## src/rtl/echo_feedback_mixer.sv

```systemverilog
// Echo mixer: dry + wet*gain/2^GAIN_W, 2-stage saturating pipeline, ramped gain.
// Optional saturation counter enabled by `define ECHO_MIX_CLIPCNT_EN.
module echo_feedback_mixer #(
    parameter int DATA_W    = 8,
    parameter int GAIN_W    = 4,
    parameter int RAMP_STEP = 1
) (
    input  logic              clk,
    input  logic              rst,
    input  logic [DATA_W-1:0] dry_in,
    input  logic [DATA_W-1:0] wet_in,
    input  logic              sample_valid,
    input  logic [GAIN_W-1:0] gain_target,
    input  logic              gain_load,
`ifdef ECHO_MIX_CLIPCNT_EN
    input  logic              clip_clr,
    output logic [7:0]        clip_count,
`endif
    output logic [DATA_W-1:0] mix_out,
    output logic              mix_valid,
    output logic              clip,
    output logic [GAIN_W-1:0] gain_now,
    output logic              ramping
);

    localparam int P_W = DATA_W + GAIN_W + 1;
    localparam int S_W = DATA_W + 1;

    typedef enum logic [1:0] {IDLE, RAMP_UP, RAMP_DOWN} state_t;

    state_t state_q, state_d;
    logic [GAIN_W-1:0] gain_q, gain_d;
    logic [GAIN_W-1:0] target_q, target_d;
    logic [DATA_W-1:0] dry_q, dry_d;
    logic [P_W-1:0] prod_q, prod_d;
    logic v1_q, v1_d;
    logic [DATA_W-1:0] mix_q, mix_d;
    logic clip_q, clip_d;
    logic mixv_q, mixv_d;

    logic [P_W-1:0] wet_x, gain_x;
    logic [S_W-1:0] scaled, sum;
    logic sat_hi, sat_lo;
    logic [GAIN_W:0] gain_up, gain_dn_diff, step_w;
    logic prod_lsb_unused;

    // Stage 1: product of signed wet sample and zero-extended gain
    always_comb begin
        wet_x  = {{(GAIN_W+1){wet_in[DATA_W-1]}}, wet_in};
        gain_x = {{(DATA_W+1){1'b0}}, gain_q};
        v1_d   = sample_valid;
        dry_d  = dry_q;
        prod_d = prod_q;
        if (sample_valid) begin
            dry_d  = dry_in;
            prod_d = wet_x * gain_x;
        end
    end

    // Stage 2: the upper product bits are the floor of prod >>> GAIN_W
    assign prod_lsb_unused = ^prod_q[GAIN_W-1:0];

    always_comb begin
        scaled = prod_q[GAIN_W +: S_W];
        sum    = {dry_q[DATA_W-1], dry_q} + scaled;
        sat_hi = !sum[S_W-1] && sum[S_W-2];
        sat_lo = sum[S_W-1] && !sum[S_W-2];
        mixv_d = v1_q;
        mix_d  = mix_q;
        clip_d = clip_q;
        if (v1_q) begin
            clip_d = sat_hi || sat_lo;
            if (sat_hi)
                mix_d = {1'b0, {(DATA_W-1){1'b1}}};
            else if (sat_lo)
                mix_d = {1'b1, {(DATA_W-1){1'b0}}};
            else
                mix_d = sum[DATA_W-1:0];
        end
    end

    // Gain ramp: steps only on accepted samples, toward the registered target
    always_comb begin
        step_w       = (GAIN_W+1)'(RAMP_STEP);
        gain_up      = {1'b0, gain_q} + step_w;
        gain_dn_diff = {1'b0, gain_q} - {1'b0, target_q};
        state_d      = state_q;
        gain_d       = gain_q;
        target_d     = target_q;
        if (gain_load)
            target_d = gain_target;
        if (sample_valid) begin
            unique case (state_q)
                RAMP_UP: begin
                    if (target_q > gain_q)
                        gain_d = (gain_up > {1'b0, target_q}) ?
                                 target_q : gain_up[GAIN_W-1:0];
                end
                RAMP_DOWN: begin
                    if (target_q < gain_q)
                        gain_d = (gain_dn_diff > step_w) ?
                                 gain_q - step_w[GAIN_W-1:0] : target_q;
                end
                default: ;
            endcase
        end
        if (target_q > gain_d)
            state_d = RAMP_UP;
        else if (target_q < gain_d)
            state_d = RAMP_DOWN;
        else
            state_d = IDLE;
        if (gain_load && gain_target == gain_d)
            state_d = IDLE;
    end

    always_ff @(posedge clk or posedge rst) begin
        if (rst) begin
            state_q  <= IDLE;
            gain_q   <= '0;
            target_q <= '0;
            dry_q    <= '0;
            prod_q   <= '0;
            v1_q     <= 1'b0;
            mix_q    <= '0;
            clip_q   <= 1'b0;
            mixv_q   <= 1'b0;
        end else begin
            state_q  <= state_d;
            gain_q   <= gain_d;
            target_q <= target_d;
            dry_q    <= dry_d;
            prod_q   <= prod_d;
            v1_q     <= v1_d;
            mix_q    <= mix_d;
            clip_q   <= clip_d;
            mixv_q   <= mixv_d;
        end
    end

`ifdef ECHO_MIX_CLIPCNT_EN
    logic [7:0] cnt_q, cnt_d;

    always_comb begin
        cnt_d = cnt_q;
        if (clip_clr)
            cnt_d = '0;
        else if (mixv_q && clip_q && cnt_q != 8'hFF)
            cnt_d = cnt_q + 8'd1;
    end

    always_ff @(posedge clk or posedge rst) begin
        if (rst)
            cnt_q <= '0;
        else
            cnt_q <= cnt_d;
    end

    assign clip_count = cnt_q;
`endif

    assign mix_out   = mix_q;
    assign mix_valid = mixv_q;
    assign clip      = clip_q;
    assign gain_now  = gain_q;
    assign ramping   = (state_q != IDLE);

endmodule

```

## config.mk

```make
export PLATFORM = sky130hd
export DESIGN_NAME = echo_feedback_mixer
export DESIGN_NICKNAME = d
export VERILOG_FILES = /design/src/rtl/echo_feedback_mixer.sv
export SDC_FILE = /design/constraint.sdc
export NUM_CORES = 1
export LEC_CHECK = 0
export CAP_MARGIN = 20
export CORE_MARGIN = 10
export CORE_UTILIZATION = 53
export CTS_CLUSTER_SIZE = 40
export DETAILED_ROUTE_END_ITERATION = 12
export GPL_TIMING_DRIVEN = 0
export PLACE_DENSITY = 0.78
export SYNTH_ARGS = -nofsm -noshare
export SYNTH_HDL_FRONTEND = slang
export SYNTH_SLANG_ARGS = --single-unit
```

## constraint.sdc

```tcl
create_clock -name clk -period 3.9 [get_ports clk]
set_input_delay 0.585 -clock clk [delete_from_list [all_inputs] [get_ports clk]]
set_output_delay 0.585 -clock clk [all_outputs]
set_load 0.01 [all_outputs]
```

; Word level (Yosys, flattened, before mapping)
; Index checks and enable logic that the tools add are counted.
[word_totals]
regBits = 42
latch_bits = 0
mem_bits_rw = 0
romBits = 0
input_bits = 24
out_inout_bits = 15
wordCells = 41
memories = 0
[op_classes]
add_sub_neg = 4
multipliers = 1
div = 0
n_lt_le_gt_ge = 6
n_eq_ne = 3
shifts = 0
n_mux = 11
n_bitwise = 0
n_reduce_logical = 7
[op_table]
columns = op, n
row1 = 2-to-1 mux 4 bit, 5
row2 = 2-to-1 mux 8 bit, 2
row3 = multiplier 8 x 5 -> 13 bit, 1
row4 = adder 9 bit, 1
row5 = > comparator 4 bit, 2
row6 = < comparator 4 bit, 2
row7 = case mux 4 bit (2 select lines), 1
row8 = 2-to-1 mux 2 bit, 3
row9 = "adder 4 x 1 -> 5 bit, second input constant", 1
row10 = "> comparator 5 x 1 -> 1 bit, second input constant", 1
row11 = > comparator 5 x 4 -> 1 bit, 1
row12 = subtractor 4 x 4 -> 5 bit, 1
row13 = equality test 4 bit, 1
row14 = "subtractor 4 x 1 -> 4 bit, second input constant", 1
row15 = logical AND 1 bit, 3
row16 = "equality test 2 x 1 -> 1 bit, second input constant", 1
row17 = "equality test 2 bit, second input constant", 1
row18 = logical NOT 1 bit, 2
row19 = nonzero test 2 bit, 1
row20 = logical OR 1 bit, 1

; Longest topological paths before layout
[logic_depth]
word_depth = 10
mapped_depth = 20
depth_no_buf = 18

; Least setup slack after synthesis
; Ideal clock, no wire load.
[synth_path]
kind = reg2reg
from = register gain_q[2] (netlist: gain_now[2])
to = register prod_q[11]
setup_ps = 125
t_arrival_ps = 4020
required_time_ps = 3775
path_slack_ps = -245
stages_incl_launch_ff = 18
synth_period_minus_slack_ps = 4145
path_cell_list = dfrtp_1 -> clkbuf_1 -> clkbuf_1 -> and2_1 -> ha_1 -> ha_1 -> inv_1 -> fa_1 -> inv_1 -> ha_1 -> and4_1 -> a21o_1 -> a21oi_1 -> o21ai_1 -> a311oi_1 -> o31ai_1 -> xor2_1 -> mux2_2
[synth_via]
elab_chain_len = 1
[synth_lines]
columns = element, line_no
row1 = from (decl), 32  ; logic [GAIN_W-1:0] gain_q, gain_d;
row2 = from (signal assigned), 130  ; gain_q <= gain_d;
row3 = multiplier 8 x 5 -> 13 bit, 56  ; prod_d = wet_x * gain_x;
row4 = to (signal assigned), 133  ; prod_q <= prod_d;
row5 = to (decl), 35  ; logic [P_W-1:0] prod_q, prod_d;
; Every way passes these cells.
; A chain may end at the register's enable or synchronous reset.

; Worst setup path after layout
[layout_path]
from = input wet_in[5]
to = register prod_q[11]
[layout_via]
elab_chain_len = 1
[layout_lines]
columns = element, line_no
row1 = from (decl), 11  ; input logic [DATA_W-1:0] wet_in,
row2 = multiplier 8 x 5 -> 13 bit, 56
; Every way passes these cells.

==> flow_summary.yaml <==
synthesis:
  synth_area_um2: 3820
  synth_fp_nets: 522
  synth_seq_cells: 38
  synth_cell_types: 51
  syn_area_per_cell_um2: 8.86
  async_reset_ff_share_pct: 100
  ys.flop_type: "dfrtp_1"
  synth_warnings: 0
  syn_inst: 431
  yosysSeqAreaShare_pct: 24.9
  synth_edf_count: 0
clocking:
  cts_hold_buf: 0
  cts_buffer_depth: 2
  root_buffer: "clkbuf_8"
  cts_tree: "done"
  insertion_delay_ns: 0.29
  htreeDepth: 2
  cts_buffers: 5
  cts.sink_count: 38
  clk_pin_slew_ns: 0.08
setup_path:
  worstPathRequired_ns: 4.07
  worstPathMaxFanout: 4
  ff2ff_path_depth: 16
  critPathLaunchType: "input pin"
  r2r_start: "gain_now[3]"
  crit_buf_inv: 3
  crit_arrival_ns: 3.98
  crit_chain: "clkdlybuf4s50_1, and2_1, ha_1, inv_1, fa_1, inv_1, fa_1, ha_2, nor2_1, nor2_2, a311oi_2, o31ai_2, xor2_1, mux2_4"
  cp_slowest_cell: "fa_1"
  cp-end-kind: "flop"
  worst_path_largest_cell_delay_ns: 0.52
  crit_family: "adder cells"
  rrSetupSlack_ns: 0.14
  crit_type: "input pin to flop"
  r2r-end: "prod_q[11]"
global_routing:
  grt.total_usage_pct: 15.8
  grt_pass1_wl_mm: 15.0
  grt_max_degree: 22
  grt_pass1_vias: 3210
  grt-ovfl-total: 0
  antenna_found_initial: 0
timing:
  timing.setup.tns_ns: 0
  worst_pin_slew_ns: 0.859
  setup_violations: 0
  slew_violations: 0
  skew_ns: 0.00737
  maxSlewHeadroom_pct: 42.6
  fmax_ghz: 0.262
  fin_crit_ns: 3.81
  post-route-period-util_pct: 97.7
  hold_viol_final: 0
detailed_routing:
  ant_nets: 0
  wire_per_inst_um: 15.1
  drt_iter0_markers: 276
  drt-total-wl_mm: 8.90
  num_vias: 3232
  dr.pass1.iters: 4
  post-route-drc-count: 0
  avgViaCountPerCell: 5.47
final_layout:
  fin_util_pct: 69.2
  syn_to_final_growth_pct: 25.1
  fin_nets: 585
  fillerInstances: 566
  multi_input_area_um2: 2680
  design_area_um2: 4780
  regArea_um2: 955
  final_cells: 591
  drive_above_1_share_pct: 15.8
  n_antenna_cell: 0
hold_path:
  whs_path_depth: 0
  min_path_type: "flop to flop"
  worstHoldStart: "mixv_d"
  min_delay_worst_endpoint: "mix_valid"
die:
  dieWidth_um: 105
  rows: 30
  start_util_pct: 55.3
  die_h_um: 105
  num_io_pins: 39
  die-area_um2: 11000
  core_um2: 6910
status:
  outcome: "finished, final reports clean"
place:
  io_buffers: 37
  dp_hpwl_mm: 6.93
  place_congestion: 0.926
  placed_cell_area_um2: 4360
  dp_cells: 565
flow_run:
  maxCapViolations: 0
power_and_ir_drop:
  ir_drop_mv: 0.310
  power.density_nw_per_um2: 842
  leakage_nw: 2.29
==> worst max path at each step <==
| stage | startpoint | endpoint | slack, ns | cells after the start |
|---|---|---|---|---|
| after detailed placement | wet_in[1] | prod_q[11] | -0.57 | 16 |
| after global routing | gain_now[0] | state_q[0] | -0.02 | 19 |
| final | wet_in[5] | prod_q[11] | 0.09 | 14 |
| after CTS | gain_now[1] | state_q[0] | 0.006 | 18 |
| after floorplan | gain_now[2] | prod_q[11] | 0.005 | 17 |
| after global placement | wet_in[1] | prod_q[11] | -0.47 | 16 |
==> cell usage after synthesis (5+ instances only) <==
cell type	instances	area, um2
a21o_1	6	45.0
a21oi_1	33	165
a31oi_1	5	31.3
and2_1	21	131
clkbuf_1	12	45.0
dfrtp_1	38	951
fa_1	18	360
ha_1	49	613
inv_1	70	263
mux2_2	16	180
mux2i_1	6	60.1
nand2_1	24	90.1
nand3_1	6	30.0
nor2_1	21	78.8
nor3_1	6	30.0
o21ai_0	9	45.0
o21ai_1	5	25.0
o21bai_1	5	37.5
xnor2_1	16	140
xor2_1	8	70.1
==> sequential cells by signal, summed over array words and instances (netlist names) <==
register / flops
mix_valid: 1
clip: 1
target_q: 4
dry_q: 8
prod_q: 9
gain_now: 4
mixv_d: 1
state_q: 2
mix_out: 8
==> layer usage <==
| layer | vias up | track usage, % | part of all wire (%) |
|---|---|---|---|
| met5 | - | 0 | 0 |
| met4 | 0 | 4.41 | 0.90 |
| met3 | 10 | 3.19 | 7.2 |
| met2 | 109 | 25.5 | 46 |
| met1 | 1522 | 20.8 | 46 |
| li1 | 1591 | - | - |
==> stage by stage <==
step                      power (mW)  setup WS, ns  hold slack (ns)
after global routing            4.44       -0.0241            0.388
final                           4.02        0.0887            0.381
after floorplan                 2.60       0.00526            0.352
after global placement          3.15        -0.475            0.357
after detailed placement        3.25        -0.572            0.365
after CTS                       3.83       0.00610            0.383
==> what timing repair did <==
item | in CTS | in global routing
setup endpoints to repair | 7 | 7
gates cloned | 0 | 0
gates resized for setup | 20 | 22
setup buffers | 10 | 10
pin swaps | 12 | 9
==> power by group <==
part           leakage (nW)  switching (mW)  internal (mW)  total [mW]
registers             0.442           0.104          0.545       0.648
logic                  1.78            1.59           1.38        2.97
clock network        0.0714           0.135          0.273       0.407
total                  2.29            1.83           2.19        4.02
==> logic make-up after synthesis <==
logic type	after synthesis	share of synthesized area (%)
fa+ha+maj	67	25.5
flops	38	24.9
simple gates	105	14.1
compound gates	91	15.5
xor+xnor	24	5.50
buf+inv	84	8.29
mux	22	6.29
==> cell usage in the layout, fill, tap and decap left out, drive strengths merged, types with 8 or more instances in the layout <==
| cell type | instances |
|---|---|
| fa | 18 |
| buf | 25 |
| o21ai | 14 |
| clkdlybuf4s50 | 32 |
| xor2 | 8 |
| inv | 70 |
| a21oi | 34 |
| nor2 | 22 |
| dfrtp | 38 |
| clkbuf | 14 |
| and2 | 21 |
| xnor2 | 16 |
| ha | 49 |
| nand2 | 24 |
| mux2 | 16 |
==> area by class of cell <==
type / instances / area share (%)
clock inverter: 2 / 1.26
buffer: 12 / 1.55
clock buffer: 6 / 1.73
timing repair buffer: 58 / 11.4
inverter: 70 / 5.50
multi-input combinational: 309 / 56.1
sequential: 38 / 20.0
tap: 96 / 2.51
Note: power is estimated with default switching activity, not from simulation.
